### src/rtl/match_pkg.sv
// Shared encodings for the match sequencer: FSM states, game_state codes and score width.
package match_pkg;

  localparam int SCORE_W = 4;

  localparam logic [2:0] ST_IDLE        = 3'd0;
  localparam logic [2:0] ST_COUNTDOWN   = 3'd1;
  localparam logic [2:0] ST_PLAY        = 3'd2;
  localparam logic [2:0] ST_POINT_PAUSE = 3'd3;
  localparam logic [2:0] ST_GAME_OVER   = 3'd4;
  localparam logic [2:0] ST_PAUSED      = 3'd5;

  localparam logic [1:0] GS_IDLE   = 2'b00;
  localparam logic [1:0] GS_RUN    = 2'b01;
  localparam logic [1:0] GS_P1_WIN = 2'b10;
  localparam logic [1:0] GS_P2_WIN = 2'b11;

endpackage

### src/rtl/match_sequencer_btn_sync_edge.sv
// Two-flop synchronizer for an active-low key plus a one-cycle pulse on its falling edge.
// RESET_LEVEL is the key's idle level, so releasing reset never produces a press.
module btn_sync_edge #(
  parameter logic RESET_LEVEL = 1'b1
) (
  input  logic clk,
  input  logic reset,
  input  logic btn_n,
  output logic press
);

  logic sync_1, sync_2, sync_3;

  always_ff @(posedge clk) begin
    if (reset) begin
      sync_1 <= RESET_LEVEL;
      sync_2 <= RESET_LEVEL;
      sync_3 <= RESET_LEVEL;
    end else begin
      sync_1 <= btn_n;
      sync_2 <= sync_1;
      sync_3 <= sync_2;
    end
  end

  assign press = sync_3 & ~sync_2;

endmodule

### src/rtl/match_sequencer.sv
// Match-level FSM: serve countdown, rally, post-point pause, game over; owns the scores.
// Build with MATCH_PAUSE_EN to add a start-key pause during a rally.
//   state          | meaning
//   ST_IDLE        | waiting for start
//   ST_COUNTDOWN   | serve countdown, seconds shown on countdown
//   ST_PLAY        | rally in progress, ball enabled
//   ST_POINT_PAUSE | pause after a point, then re-serve
//   ST_GAME_OVER   | winner shown, scores frozen
//   ST_PAUSED      | rally halted by start key (MATCH_PAUSE_EN only)
module match_sequencer
  import match_pkg::*;
#(
  parameter int WIN_SCORE  = 7,
  parameter int COUNT_SECS = 3,
  parameter int PAUSE_MS   = 1000,
  parameter int MS_PER_SEC = 1000
) (
  input  logic               clk,
  input  logic               reset,
  input  logic               clk_1ms,
  input  logic               start_n,
  input  logic               p1_point,
  input  logic               p2_point,
  output logic [1:0]         game_state,
  output logic [SCORE_W-1:0] p1_score,
  output logic [SCORE_W-1:0] p2_score,
  output logic               ball_enable,
  output logic               ball_serve,
  output logic               serve_dir,
  output logic [1:0]         countdown
);

  localparam int MS_W = (MS_PER_SEC > 1) ? $clog2(MS_PER_SEC) : 1;
  localparam logic [MS_W-1:0]    MS_RELOAD    = MS_W'(MS_PER_SEC - 1);
  localparam logic [1:0]         SEC_RELOAD   = 2'(COUNT_SECS);
  localparam logic [11:0]        PAUSE_RELOAD = 12'(PAUSE_MS);
  localparam logic [SCORE_W-1:0] WIN          = SCORE_W'(WIN_SCORE);

  logic [2:0]         state;
  logic [1:0]         sec;
  logic [MS_W-1:0]    ms_cnt;
  logic [11:0]        pause_cnt;
  logic               clk_1ms_q;
  logic               ms_tick;
  logic               press;
  logic [SCORE_W-1:0] p1_next, p2_next;

  btn_sync_edge #(.RESET_LEVEL(1'b1)) u_start_sync (
    .clk   (clk),
    .reset (reset),
    .btn_n (start_n),
    .press (press)
  );

  // clk_1ms is plain data here; its rising edge becomes a one-clk tick.
  always_ff @(posedge clk) begin
    if (reset) clk_1ms_q <= 1'b1;
    else       clk_1ms_q <= clk_1ms;
  end

  assign ms_tick = clk_1ms & ~clk_1ms_q;
  assign p1_next = p1_score + SCORE_W'(1);
  assign p2_next = p2_score + SCORE_W'(1);

  always_ff @(posedge clk) begin
    if (reset) begin
      state       <= ST_IDLE;
      game_state  <= GS_IDLE;
      p1_score    <= '0;
      p2_score    <= '0;
      ball_enable <= 1'b0;
      ball_serve  <= 1'b0;
      serve_dir   <= 1'b0;
      countdown   <= 2'd0;
      sec         <= 2'd0;
      ms_cnt      <= '0;
      pause_cnt   <= '0;
    end else begin
      ball_serve <= 1'b0;
      case (state)
        ST_IDLE: begin
          if (press) begin
            state      <= ST_COUNTDOWN;
            game_state <= GS_RUN;
            sec        <= SEC_RELOAD;
            ms_cnt     <= MS_RELOAD;
            countdown  <= SEC_RELOAD;
          end
        end
        ST_COUNTDOWN: begin
          if (ms_tick) begin
            if (ms_cnt == '0) begin
              ms_cnt    <= MS_RELOAD;
              sec       <= sec - 2'd1;
              countdown <= sec - 2'd1;
              if (sec == 2'd1) begin
                state      <= ST_PLAY;
                ball_serve <= 1'b1;
              end
            end else begin
              ms_cnt <= ms_cnt - MS_W'(1);
            end
          end
        end
        ST_PLAY: begin
          // p1 has priority when both players score in the same cycle.
          if (p1_point) begin
            p1_score    <= p1_next;
            serve_dir   <= 1'b1;
            ball_enable <= 1'b0;
            if (p1_next == WIN) begin
              state      <= ST_GAME_OVER;
              game_state <= GS_P1_WIN;
            end else begin
              state     <= ST_POINT_PAUSE;
              pause_cnt <= PAUSE_RELOAD;
            end
          end else if (p2_point) begin
            p2_score    <= p2_next;
            serve_dir   <= 1'b0;
            ball_enable <= 1'b0;
            if (p2_next == WIN) begin
              state      <= ST_GAME_OVER;
              game_state <= GS_P2_WIN;
            end else begin
              state     <= ST_POINT_PAUSE;
              pause_cnt <= PAUSE_RELOAD;
            end
`ifdef MATCH_PAUSE_EN
          end else if (press) begin
            state       <= ST_PAUSED;
            ball_enable <= 1'b0;
`endif
          end else begin
            ball_enable <= 1'b1;
          end
        end
        ST_POINT_PAUSE: begin
          if (ms_tick) begin
            pause_cnt <= pause_cnt - 12'd1;
            if (pause_cnt <= 12'd1) begin
              state      <= ST_PLAY;
              ball_serve <= 1'b1;
            end
          end
        end
        ST_GAME_OVER: begin
          if (press) begin
            p1_score   <= '0;
            p2_score   <= '0;
            serve_dir  <= 1'b0;
            state      <= ST_COUNTDOWN;
            game_state <= GS_RUN;
            sec        <= SEC_RELOAD;
            ms_cnt     <= MS_RELOAD;
            countdown  <= SEC_RELOAD;
          end
        end
`ifdef MATCH_PAUSE_EN
        ST_PAUSED: begin
          if (press) state <= ST_PLAY;
        end
`endif
        default: begin
          state      <= ST_IDLE;
          game_state <= GS_IDLE;
        end
      endcase
    end
  end

endmodule

### config.mk
export PLATFORM = sky130hd
export DESIGN_NAME = match_sequencer
export DESIGN_NICKNAME = d
export VERILOG_FILES = /design/src/rtl/match_pkg.sv /design/src/rtl/match_sequencer_btn_sync_edge.sv /design/src/rtl/match_sequencer.sv
export SDC_FILE = /design/constraint.sdc
export NUM_CORES = 1
export LEC_CHECK = 0
export BUFFER_PORTS_ARGS = -buffer_cell sky130_fd_sc_hd__buf_2
export CORE_MARGIN = 4
export CORE_UTILIZATION = 45
export DETAILED_ROUTE_END_ITERATION = 8
export GPL_TIMING_DRIVEN = 0
export HOLD_SLACK_MARGIN = 0.08
export PLACE_DENSITY = 0.67
export SKIP_CTS_REPAIR_TIMING = 1
export SLEW_MARGIN = 20
export SYNTH_ARGS = -nofsm -noshare
export SYNTH_HDL_FRONTEND = slang
export SYNTH_HIERARCHICAL = 1
export SYNTH_SLANG_ARGS = --single-unit
### constraint.sdc
create_clock -name clk -period 3.25 [get_ports clk]
set_input_delay 0.325 -clock clk [delete_from_list [all_inputs] [get_ports clk]]
set_output_delay 0.325 -clock clk [all_outputs]
set_load 0.01 [all_outputs]
# After elaboration in Yosys (flattened, before gate mapping)
# Cells that the tools add are included.
[totals]
regBits = 44
output_inout_bits = 15
input_bits = 6
word_cells = 111
[classes]
n_eq_ne = 22
add_sub_neg = 5
n_reduce_logical = 15
mux = 49
n_bitwise = 5
n_lt_le_gt_ge = 1
[op_table]
columns = ["op", "n"]
rows = [
  ["12-bit 2-to-1 mux", 5],
  ["10-bit 2-to-1 mux", 3],
  ["3-bit 2-to-1 mux", 10],
  ["12-bit case mux with 2 select lines", 1],
  ["10-bit case mux with 2 select lines", 1],
  ["2-bit != test (second input constant)", 9],
  ["2-bit 2-to-1 mux", 8],
  ["4-bit 2-to-1 mux", 4],
  ["4-bit case mux with 2 select lines", 2],
  ["3-bit != test (second input constant)", 5],
  ["12-bit by 1-bit <= comparator with 1-bit output (second input constant)", 1],
  ["3-bit case mux with 4 select lines", 1],
  ["12-bit by 1-bit subtractor with 12-bit output (second input constant)", 1],
  ["10-bit logical NOT", 1],
  ["1-bit 2-to-1 mux", 10],
  ["5-bit AND reduction", 2],
  ["10-bit by 1-bit subtractor with 10-bit output (second input constant)", 1],
  ["3-bit AND reduction", 3],
  ["4-bit by 1-bit adder with 4-bit output (second input constant)", 2],
  ["4-bit by 3-bit == test with 1-bit output (second input constant)", 2],
  ["4-bit AND reduction", 2],
  ["7-bit AND reduction", 1],
  ["3-bit by 2-bit == test with 1-bit output (second input constant)", 2],
  ["2-bit case mux with 3 select lines", 1],
  ["other kinds (12)", 19],
]

# Longest topological paths before layout
[logic_depth]
word_depth = 6
mapped_depth = 8

# Cells and area by module
# The synthesis kept the hierarchy.
[modules_own_cells]
columns = ["module", "area_each_um2", "n_inst", "cells_per_inst"]
rows = [
  ["match_sequencer", 2303.5, 1, 278],
  ["btn_sync_edge", 85.1, 1, 7],
]

# Worst setup path after synthesis
# OpenSTA, ideal clock, no wires.
[synth_timing]
kind = "reg2reg"
from = "reg pause_cnt[0]"
to = "reg pause_cnt[8]"
setup_slack_ns = 1.227
synth_period_minus_slack_ns = 2.023
path_stages_with_launch = 9
arrival_ns = 1.952
setup_ns = 0.070
path_cell_list = "dfxtp_1 -> inv_1 -> ha_1 -> or3b_1 -> or3_4 -> nor3_2 -> nor2_1 -> or4_1 -> a21oi_1"
[synth_via]
elab_chain_cells = 3
[synth_lines]
columns = ["item", "line", "text"]
rows = [
  ["from (decl)", "match_sequencer.sv:42", "logic [11:0] pause_cnt;"],
  ["from (signal assigned)", "match_sequencer.sv:140", "pause_cnt <= pause_cnt - 12'd1;"],
  ["12-bit by 1-bit subtractor with 12-bit output", "match_sequencer.sv:140", ""],
  ["12-bit 2-to-1 mux", "match_sequencer.sv:139", "if (ms_tick) begin"],
  ["12-bit case mux with 2 select lines", "match_sequencer.sv:80", "case (state)"],
]
# No other way between the ends. The select of a mux whose other input is x is not followed.
# A chain may end at the register's enable or synchronous reset.

# Worst setup path after layout
[layout_timing]
from = "reg p2_score[1]"
to = "reg pause_cnt[7]"
[layout_via]
elab_chain_cells = 4
[layout_lines]
columns = ["item", "line", "text"]
rows = [
  ["from (decl)", "match_sequencer.sv:26", "output logic [SCORE_W-1:0] p2_score,"],
  ["from (signal assigned)", "match_sequencer.sv:119", "p2_score <= p2_next;"],
  ["4-bit by 1-bit adder with 4-bit output", "match_sequencer.sv:63", "assign p2_next = p2_score + SCORE_W'(1);"],
  ["4-bit by 3-bit == test with 1-bit output", "match_sequencer.sv:122", "if (p2_next == WIN) begin"],
  ["3-bit != test (no source line)", "-", ""],
  ["5-bit AND reduction (no source line)", "-", ""],
]
# No other way between the ends.

==> results.md <==
Outcome:
- The flow ran to the end, and the final reports show no timing, DRC or antenna violations.

Min path:
- The startpoint identified for the worst hold timing path is start_n.
- For hold timing, the worst endpoint is u_start_sync/sync_1.
- Along the worst hold path, the cell count comes to 2.
- The type of the tightest min-delay check is in2reg.

Routing:
- Dividing the detail-routed wire length by the instance count gives 13.83 um.
- The final layout contains routed wiring with a total length of 5283 um.
- The first-pass iteration count of the detailed router is 4.
- The detail route stage leaves a number of antenna-violating nets equal to 0.
- After detailed routing, the number of remaining DRC violations is 0.
- The detailed router finished its first iteration with 91 violations.
- Detailed routing inserted a total of 2088 vias.
- Using the TritonRoute via totals, the vias-per-cell ratio works out to 5.466.

Synthesis:
- The share of the Yosys chip area taken by registers is 0.3688.
- The net count of the mapped netlist is 300.
- The most used flip-flop cell after synthesis is dfxtp_1.
- The post-synthesis instance total is 285.
- Counting flops with an async set or reset pin after synthesis yields a share of 0.
- Yosys mapped the design onto 54 distinct sky130hd cell types.
- A synthesized cell averages 8.381 um2.
- The synthesized design contains 44 register bits.
- The total standard cell area after synthesis is 2389 um2.
- The count of flip-flops with a built-in enable after synthesis is 0.
- The Yosys step of the flow raised 6 warnings.

Pwr:
- The worst vdd rail ir drop is 0.2594 mV.
- The power density over cell area is 434.1 nW/um2.
- The static leakage is 0.9828 nW.

Layout:
- The number of antenna diodes in the final layout is 0.
- The proportion of layout cells with a drive suffix above 1 is 0.1635.
- Once layout is complete, the cells apart from fillers number 382.
- The final net count is 327.
- After routing the design area is 2673 um2.
- The final cell utilization of the core is 0.5200.
- The area growth from synthesis to final layout is 11.89%.

Global routing:
- The via count of the first global-routing pass came to 1882.
- The total global routing track utilization is 0.1754.
- Entering global routing, the biggest net connects 13 pins.
- After global routing the overflow that remains totals 0.
- The first-pass GRT wire length is 9108 um.
- The number of antenna violations at the first check in global routing came to 0.

Placed design:
- The total of buffers placed on input and output ports is 20.
- The wire-length estimate of the detail-placed layout is 3829 um.
- Once placement finished, the instance area stood at 2576 um2.
- The final weighted congestion in routability-driven placement is 0.8586.
- Timing analysis after detailed placement gives a worst setup slack of 0.8609 ns.
- Counting tap cells, the placed design contains a total of 375 instances.

CTS:
- Clock-pin slew was measured on the worst setup and hold paths at 0.08 ns.
- The clock net sink count is 44.
- The worst-skew pair later-pin latency is 0.29 ns.
- The CTS tree is yes.
- The root buffer cell is clkbuf_8.
- The number of buffers inserted during clock tree synthesis is 5.
- The clock passes through at most 2 buffers.
- In this run the number of H-tree levels came out at 2.

Timing:
- For this run, the top clock speed supported by timing is 0.4258 GHz.
- The final-report hold violation count is 0.
- The number of setup violations in the final report is 0.
- The worst max-slew margin expressed relative to the limit is 0.4565.
- At the pin with the least slew margin, the transition time is 0.8152 ns.
- Of the available clock period, the critical path in the final layout requires 0.7226.
- The final max-slew violation count is 0.
- The sum of negative setup slack is 0 ns.
- The worst path setup slack after routing is 0.9014 ns.
- On the final layout, the worst clock skew is 0.003999 ns.
- The final critical delay including setup and external delays is 2.349 ns.
- Setup repair after global routing left no endpoint under its margin.

Worst setup path:
- The setup path with the least slack is of type reg2reg.
- In this run the critical register-to-register path is launched from p2_score[1].
- Of all nets on the critical path, the largest fanout is 9.
- In this run the critical register-to-register path is captured at pause_cnt[7].
- The worst setup path is launched from a flop.
- The worst setup path is captured at a flop.
- The worst reg-to-reg setup slack is 0.90 ns.
- STA puts the critical path data arrival time at 2.51 ns.
- The worst-case reg-to-reg path depth is 7.
- At the worst endpoint, the required time is 3.42 ns.

Die:
- The floorplan step set the die height to 80.86 um.
- The die outline width is 80.86 um.
- The initial utilization of the core area, before any placement, comes to 0.4647.
- The floorplan has 26 rows.
- The full die area is 6538 um2.
- The core area is 5140 um2.
- The number of I/O pins is 21.

Job:
- Across the run, the number of max-cap violations was 0.
worst max-delay path: stages (launching register included):
cell and delay [ns]:
dfxtp_1 0.42, ha_1 0.22, nor2b_1 0.17, nor3b_1 0.21, a21oi_1 0.12, a21oi_1 0.66
or2_1 0.32, o41ai_1 0.11
flip-flops by register name, indices dropped and copies added, names as in the netlist:
signal and count:
sec 2, serve_dir 1, ms_cnt 10, clk_1ms_q 1, u_start_sync/sync_2 1, game_state 2
ball_serve 1, u_start_sync/sync_1 1, p1_score 4, state 3, p2_score 4, u_start_sync/sync_3 1
pause_cnt 12, ball_enable 1
cell families (layout without fill, tap and decap cells):
| kind of cell | after synthesis | in the layout | share of synthesized area |
|---|---|---|---|
| and+or+nand+nor | 120 | 120 | 0.2860 |
| DFF | 44 | 44 | 0.3688 |
| buffers and inverters | 25 | 52 | 0.04400 |
| adders and majority gates | 9 | 9 | 0.04715 |
| AOI/OAI and AO/OA | 76 | 76 | 0.2127 |
| xor gates and xnor gates | 9 | 9 | 0.03300 |
| muxes | 2 | 2 | 0.008382 |
synth_stat cells, types with 2 or more instances:
master | number | area (um2)
dfxtp_1 | 44 | 880.8
nor2_1 | 31 | 116.4
a21oi_1 | 25 | 125.1
nand2_1 | 22 | 82.58
nor3_1 | 15 | 75.07
inv_1 | 13 | 48.80
o21ai_0 | 11 | 55.05
ha_1 | 9 | 112.6
clkbuf_1 | 8 | 30.03
xor2_1 | 8 | 70.07
a31oi_1 | 7 | 43.79
a211oi_1 | 5 | 37.54
nand3b_1 | 5 | 37.54
nor2b_1 | 5 | 31.28
a311oi_1 | 4 | 35.03
nand2b_1 | 4 | 25.02
nand3_1 | 4 | 20.02
or2_1 | 4 | 25.02
and3_1 | 3 | 18.77
buf_2 | 3 | 15.01
nor3_2 | 3 | 30.03
o31ai_1 | 3 | 22.52
o32ai_1 | 3 | 26.28
o41ai_1 | 3 | 26.28
or2_2 | 3 | 18.77
or4_1 | 3 | 22.52
a211oi_2 | 2 | 25.02
a22oi_1 | 2 | 15.01
mux2i_1 | 2 | 20.02
nor3b_1 | 2 | 15.01
o211ai_1 | 2 | 15.01
o32a_1 | 2 | 20.02
or3_1 | 2 | 12.51
or3_4 | 2 | 22.52
or4_4 | 2 | 22.52
cell type report:
cell class              count  area (um2)
inverters                  13       48.80
clock buffers               7       96.34
plain buffers              12       56.30
flip-flops and latches     44       880.8
multi-input cells         216        1403
repair buffers             20       100.1
well taps                  70       87.58
fillers                   543        2467
cell usage in the layout (no fill, tap or decap), drive strengths merged, types with 9 or more instances in the layout:
cell type   n
dfxtp      44
nor2       31
a21oi      26
buf        24
nand2      22
nor3       18
clkbuf     15
inv        13
o21ai      11
ha          9
where the power goes:
part	switching, mW	internal (mW)
registers	0.0236	0.567
clock network	0.176	0.189
logic	0.114	0.0909
total	0.313	0.847
worst max-delay path by stage:
stage / start / end / slack [ns] / cells after the start
3_3_place_gp: p1_point / pause_cnt[7] / 0.88 / 8
5_1_grt: p2_score[1] / pause_cnt[5] / 0.69 / 7
4_1_cts: p1_score[1] / pause_cnt[7] / 0.90 / 7
3_5_place_dp: p1_point / pause_cnt[6] / 0.86 / 8
2_1_floorplan: pause_cnt[0] / pause_cnt[8] / 1.23 / 8
6_report: p2_score[1] / pause_cnt[7] / 0.90 / 7
layer usage:
layer / vias to the layer above / wire [um] / share of wire / track usage
met1: 971 / 2657 / 0.50 / 0.2471
met2: 23 / 2424 / 0.46 / 0.2685
met3: 5 / 144 / 0.027 / 0.03437
met4: 0 / 56 / 0.011 / 0.05574
met5: - / 0 / 0 / 0
li1: 1089 / - / - / -
metrics by stage:
stage	total power, mW	hold slack (ns)
5_1_grt	1.233	0.2215
2_1_floorplan	0.7593	0.3854
3_3_place_gp	0.8041	0.3890
4_1_cts	1.175	0.1994
3_5_place_dp	0.8082	0.4031
6_report	1.160	0.2088
Note: power is estimated with default switching activity, not from simulation.
